--- src/rtl/mvm_sched_pkg.sv ---
// Shared types and the round-robin pick helper for the MVM job scheduler.
package mvm_sched_pkg;

  typedef enum logic [2:0] {
    IDLE    = 3'd0,
    COLLECT = 3'd1,
    START   = 3'd2,
    FEED    = 3'd3,
    WAIT    = 3'd4,
    DRAIN   = 3'd5
  } sched_state_t;

  // First asserted request strictly after 'last', wrapping modulo n (n <= 32).
  function automatic logic rr_pick(input logic [31:0] req, input int n, input int last,
                                   output int idx);
    logic found;
    int   j;
    found = 1'b0;
    idx   = 0;
    for (int k = 1; k <= 32; k++) begin
      j = (last + k) % n;
      if (k <= n && !found && req[j[4:0]]) begin
        found = 1'b1;
        idx   = j;
      end
    end
    return found;
  endfunction

endpackage

--- src/rtl/mvm_rr_arbiter.sv ---
// Round-robin grant selection; holds the last-served client so the next
// search starts just after it.
module mvm_rr_arbiter
  import mvm_sched_pkg::*;
#(
  parameter  int NUM_REQ = 4,
  localparam int ID_W    = $clog2(NUM_REQ)
) (
  input  logic               clk,
  input  logic               reset,
  input  logic [NUM_REQ-1:0] req_i,
  input  logic               advance_i,
  input  logic [ID_W-1:0]    adv_id_i,
  output logic [ID_W-1:0]    grant_o,
  output logic               grant_valid_o
);

  logic [ID_W-1:0] last_grant_q;
  int              pick_idx;

  always_ff @(posedge clk) begin
    if (reset)          last_grant_q <= ID_W'(NUM_REQ - 1);
    else if (advance_i) last_grant_q <= adv_id_i;
  end

  always_comb begin
    pick_idx      = 0;
    grant_valid_o = rr_pick(32'(req_i), NUM_REQ, int'(last_grant_q), pick_idx);
    grant_o       = ID_W'(pick_idx);
  end

endmodule

--- src/rtl/mvm_job_scheduler.sv ---
// Buffers one job from the round-robin winner, streams it gaplessly into the
// shared MVM engine and returns the results tagged with the client id.
// Optional stall timeout with err pulse: define MVM_SCHED_TIMEOUT_EN.
module mvm_job_scheduler
  import mvm_sched_pkg::*;
#(
  parameter  int NUM_REQ      = 4,
  parameter  int MAT_SCALE    = 4,
  parameter  int INPUT_WIDTH  = 8,
  parameter  int OUTPUT_WIDTH = 16,
  parameter  int OUT_LAT      = 1,
  parameter  int TIMEOUT      = 64,
  localparam int ID_W         = $clog2(NUM_REQ)
) (
  input  logic                           clk,
  input  logic                           reset,
  input  logic [NUM_REQ-1:0]             req_valid,
  input  logic [NUM_REQ*INPUT_WIDTH-1:0] req_data,
  output logic [NUM_REQ-1:0]             req_ready,
  output logic                           eng_start,
  output logic [INPUT_WIDTH-1:0]         eng_data_in,
  input  logic                           eng_done,
  input  logic [OUTPUT_WIDTH-1:0]        eng_data_out,
  output logic                           res_valid,
  output logic [OUTPUT_WIDTH-1:0]        res_data,
  output logic [ID_W-1:0]                res_id,
  output logic                           res_last,
`ifdef MVM_SCHED_TIMEOUT_EN
  output logic                           err,
`endif
  output logic                           busy
);

  localparam int JOB_WORDS = MAT_SCALE * MAT_SCALE + MAT_SCALE;
  localparam int CNT_W     = $clog2(JOB_WORDS + 1);
  localparam int DRN_W     = $clog2(OUT_LAT + MAT_SCALE + 1);

  sched_state_t            state_q, state_d;
  logic [ID_W-1:0]         owner_q, owner_d;
  logic [CNT_W-1:0]        cnt_q, cnt_d;
  logic [DRN_W-1:0]        drn_q, drn_d;
  logic [INPUT_WIDTH-1:0]  mem_q [JOB_WORDS];
  logic                    res_valid_q, res_last_q;
  logic [OUTPUT_WIDTH-1:0] res_data_q;
  logic [ID_W-1:0]         res_id_q;
  logic [ID_W-1:0]         grant;
  logic                    grant_valid, accept, capture, last_cap, advance, drop;

  assign accept   = (state_q == COLLECT) && req_valid[owner_q];
  // y[i] sits on the engine bus during DRAIN cycle OUT_LAT-1+i.
  assign capture  = (state_q == DRAIN) && (drn_q >= DRN_W'(OUT_LAT - 1));
  assign last_cap = capture && (drn_q == DRN_W'(OUT_LAT + MAT_SCALE - 2));
  assign advance  = last_cap || drop;

  mvm_rr_arbiter #(.NUM_REQ(NUM_REQ)) u_arb (
    .clk          (clk),
    .reset        (reset),
    .req_i        (req_valid),
    .advance_i    (advance),
    .adv_id_i     (owner_q),
    .grant_o      (grant),
    .grant_valid_o(grant_valid)
  );

`ifdef MVM_SCHED_TIMEOUT_EN
  localparam int TMO_W = $clog2(TIMEOUT + 1);
  logic [TMO_W-1:0] tmo_q;
  logic             err_q, stall;

  assign stall = ((state_q == COLLECT) && !accept) || ((state_q == WAIT) && !eng_done);
  assign drop  = stall && (tmo_q == TMO_W'(TIMEOUT - 1));
  assign err   = err_q;

  always_ff @(posedge clk) begin
    if (reset) begin
      tmo_q <= '0;
      err_q <= 1'b0;
    end else begin
      err_q <= drop;
      tmo_q <= (stall && !drop) ? tmo_q + 1'b1 : '0;
    end
  end
`else
  assign drop = 1'b0;
`endif

  always_comb begin
    state_d = state_q;
    owner_d = owner_q;
    cnt_d   = cnt_q;
    drn_d   = drn_q;
    case (state_q)
      IDLE: if (grant_valid) begin
        owner_d = grant;
        cnt_d   = '0;
        state_d = COLLECT;
      end
      COLLECT: if (accept) begin
        if (cnt_q == CNT_W'(JOB_WORDS - 1)) begin
          cnt_d   = '0;
          state_d = START;
        end else begin
          cnt_d = cnt_q + 1'b1;
        end
      end
      START: begin
        cnt_d   = '0;
        state_d = FEED;
      end
      FEED: begin
        if (cnt_q == CNT_W'(JOB_WORDS - 1)) begin
          cnt_d   = '0;
          state_d = WAIT;
        end else begin
          cnt_d = cnt_q + 1'b1;
        end
      end
      WAIT: if (eng_done) begin
        drn_d   = '0;
        state_d = DRAIN;
      end
      DRAIN: begin
        drn_d = drn_q + 1'b1;
        if (last_cap) state_d = IDLE;
      end
      default: state_d = IDLE;
    endcase
    if (drop) begin
      cnt_d   = '0;
      state_d = IDLE;
    end
  end

  always_ff @(posedge clk) begin
    if (reset) begin
      state_q     <= IDLE;
      owner_q     <= '0;
      cnt_q       <= '0;
      drn_q       <= '0;
      res_valid_q <= 1'b0;
      res_last_q  <= 1'b0;
      res_data_q  <= '0;
      res_id_q    <= '0;
    end else begin
      state_q     <= state_d;
      owner_q     <= owner_d;
      cnt_q       <= cnt_d;
      drn_q       <= drn_d;
      res_valid_q <= capture;
      res_last_q  <= last_cap;
      if (capture) begin
        res_data_q <= eng_data_out;
        res_id_q   <= owner_q;
      end
    end
  end

  always_ff @(posedge clk) begin
    if (accept) mem_q[cnt_q] <= req_data[owner_q*INPUT_WIDTH +: INPUT_WIDTH];
  end

  always_comb begin
    req_ready = '0;
    if (state_q == COLLECT) req_ready[owner_q] = 1'b1;
  end

  assign eng_data_in = (state_q == FEED) ? mem_q[cnt_q] : '0;
  assign eng_start   = (state_q == START);
  assign busy        = (state_q != IDLE);
  assign res_valid   = res_valid_q;
  assign res_data    = res_data_q;
  assign res_id      = res_id_q;
  assign res_last    = res_last_q;

endmodule

--- config.mk ---
export PLATFORM = sky130hd
export DESIGN_NAME = mvm_job_scheduler
export DESIGN_NICKNAME = d
export VERILOG_FILES = /design/src/rtl/mvm_sched_pkg.sv /design/src/rtl/mvm_rr_arbiter.sv /design/src/rtl/mvm_job_scheduler.sv
export SDC_FILE = /design/constraint.sdc
export NUM_CORES = 1
export LEC_CHECK = 0
export CAP_MARGIN = 20
export CORE_MARGIN = 10
export CORE_UTILIZATION = 35
export CTS_CLUSTER_SIZE = 12
export DETAILED_ROUTE_END_ITERATION = 10
export GPL_TIMING_DRIVEN = 0
export SYNTH_ARGS = -nofsm -noshare
export SYNTH_HDL_FRONTEND = slang
export SYNTH_SLANG_ARGS = --single-unit
--- constraint.sdc ---
create_clock -name clk -period 1.9 [get_ports clk]
set_input_delay 0.19 -clock clk [delete_from_list [all_inputs] [get_ports clk]]
set_output_delay 0.19 -clock clk [all_outputs]
set_load 0.03 [all_outputs]
==> reports/results.tsv <==
metric	value	unit
start_util	0.3594	
r2r-start	owner_q[1]	
peakVddDrop	0.7466	mV
hold_path.class	primary input to flop	
die_x	173.2	um
synth_nets	580	
cts_sinks	200	
final-hold-violation-count	0	
syn_area_per_cell	15.82	um2
max_slew.worst_pin.slew	0.5727	ns
routed_wl	21390	um
placeableCoreArea	0.02285	mm2
relSlewSlack	0.6182	
grt_pass1_vias	5363	
first_pass_iters	4	
nets	717	
violations	setup timing	
min_period	2.402	ns
fin_cells	982	
grt_overflow	0	
cts_tree	built	
fp.dieH	173.2	um
pin_count	89	
wl_met3	1547	um
path_clk_slew	0.07	ns
yosys-top-cells-area	edfxtp_1 59%, mux4_2 13%, dfxtp_1 9.8%	
seqCellArea	0.005615	mm2
io_buffers	88	
antennaDiodeCount	0	
crit_path_start_kind	flop	
grt_usage	0.1355	
worstHoldPathCells	3	
setup_tns	-3.854	ns
required	1.71	ns
clock.fmax	0.4162	GHz
critPathMaxStageDelay	0.52	ns
drcViolationCount	0	
cts_max_path_buffers	2	
grt_pass1_wl	31660	um
synth_edf_count	160	
power.density	1097	mW/mm2
gp_congestion	0.7858	
setup_violations	8	
maxCapViolations	0	
row_count	55	
synthFlopType	edfxtp_1	
path_max_fanout	6	
cts_buffers	17	
r2r_cells	6	
slowest_stage	mux4_2	
wl_met1	8669	um
rsz0062_at_grt	yes	
reg2reg_to	mem_q[19][2]	
die_area	0.02999	mm2
drt_iter0_markers	335	
status	finished, violations left	
skew	0.01162	ns
hold_ws	0.2919	ns
ys_warn_count	0	
grt_max_degree	21	
drtAntennaViolNets	0	
critPathKind	flop to output port	
area_growth	35.14	%
worst_slack	-0.5025	ns
root_buffer	clkbuf_16	
top_layer	met4	
clock_latency	0.44	ns
yosysUniqueCellTypes	49	
async_flop_share	0	
ys_seq_elements	200	
crit_arrival	2.21	ns
hold_start	eng_data_out[11]	
post-route-period-util	1.264	
drive_above_1_share	0.3303	
placed_cells	920	
yosysTopAreaCell	edfxtp_1	
p_leak	3.607	nW
netlist_instances	519	
multi_input_area	0.002929	mm2
ys_seq_area_frac	0.6826	
endpoint_kind	output port	
min_to	res_data[11]	
num_vias	5091	
antenna_found_initial	0	
htreeDepth	4	
yosysTopAreaCellShare	0.5851	
synthesis.area	0.008212	mm2
fillCellCount	1943	
via_per_inst	5.184	
wl_per_cell	21.78	um
crit_chain	buf_12, mux4_2, mux2_4, nand2_4, nand3_4, buf_6	
wl_met2	10770	um
dp_hpwl	13790	um
slew_violations	0	
ff2ff_setup_slack	0.02	ns
==> Yosys cell counts, drive strengths merged (2+ instances only) <==
master / instances
and3: 4
a211o: 3
o21ai: 3
a22oi: 9
a2bb2oi: 2
inv: 6
a21oi: 30
and2: 4
nand4b: 5
nand2: 64
o31ai: 2
buf: 18
nor4: 3
nor3: 7
o41ai: 3
nor3b: 5
ha: 6
edfxtp: 160
nand2b: 5
mux2i: 2
or3: 4
nor2b: 3
mux4: 49
nor2: 34
clkbuf: 10
dfxtp: 40
a31oi: 2
mux2: 8
or2: 3
nand3: 14
==> repair_timing <==
| action | 4_1_cts | 5_1_grt |
|---|---|---|
| endpoints found under the setup margin | 254 | 234 |
| pin swaps | 12 | 19 |
| setup buffers | 10 | 19 |
| hold endpoints to repair | 0 | 0 |
| resized for setup | 197 | 36 |
| hold buffers | 0 | 0 |
| gates cloned | 2 | 1 |
==> worst max-delay path, delay by kind of cell, from the launching register on <==
| kind | cells | cell delay, ns |
|---|---|---|
| simple gates | 2 | 0.16 |
| flops | 1 | 0.47 |
| mux | 2 | 0.84 |
| buf+inv | 2 | 0.30 |
==> flip-flops by register name (all words and copies together), names as in the netlist, named ones only <==
register	flops
state_q	3
owner_q	2
cnt_q	5
mem_q	160
res_last	1
u_arb.last_grant_q	2
res_id	2
res_data	16
drn_q	3
res_valid	1
==> placed cells by master, fill, tap and decap left out, types with 17 or more instances in the layout <==
cell,Yosys,routed
buf_4,0,17
dfxtp_1,40,36
buf_12,0,20
a21oi_1,30,30
clkbuf_16,0,17
nor2_4,0,22
nand2_1,64,52
edfxtp_1,160,160
clkdlybuf4s50_1,0,74
mux4_2,48,50
==> metal layers <==
metal  vias up  track usage
li1       2300            -
met1      2592       0.1644
met2       171       0.2283
met3        28      0.04095
met4         0      0.03881
met5         -            0
==> metrics by stage <==
| stage | instance area [um2] | total power, mW | utilization | setup WS [ns] |
|---|---|---|---|---|
| after floorplan | 8219 | 7.022 | - | -0.03216 |
| after global placement | 9492 | 7.864 | 0.4154 | -1.009 |
| after detailed placement | 9492 | 7.940 | 0.4154 | -0.9832 |
| after CTS | 10660 | 11.96 | 0.4665 | -0.5158 |
| after global routing | 11100 | 12.67 | 0.4857 | -0.5640 |
| final | 11100 | 12.17 | 0.4857 | -0.5025 |
==> cells by family after synthesis <==
kind of cell / Yosys count / synth area share
simple gates: 162 / 0.09752
mux: 59 / 0.1483
buf+inv: 34 / 0.01828
fa+ha+maj: 6 / 0.009142
compound gates: 58 / 0.04419
flops: 200 / 0.6826
==> worst max path at each step <==
stage	endpoint	start	depth (start not counted)	slack, ns
2_1_floorplan	mem_q[15][0]	state_q[1]	5	-0.03
3_3_place_gp	eng_data_in[1]	flop	7	-1.01
3_5_place_dp	eng_data_in[1]	flop	7	-0.98
4_1_cts	eng_data_in[5]	flop	7	-0.52
5_1_grt	eng_data_in[1]	flop	6	-0.56
6_report	eng_data_in[7]	flop	6	-0.50
==> report_power, final <==
group	leakage, nW	switching, mW	internal, mW
Combinational	1.55	1.83	1.38
Clock	0.290	1.67	1.97
Sequential	1.77	0.0992	5.21
==> area by class of cell <==
cell class / instances / share of cell area
clock buffer: 18 / 0.03867
timing repair buffer: 118 / 0.1208
sequential: 200 / 0.5060
buffer: 27 / 0.01860
tap: 313 / 0.03529
clock inverter: 14 / 0.01466
inverter: 6 / 0.002030
multi-input combinational: 286 / 0.2640
(Power assumes the default switching activity.)
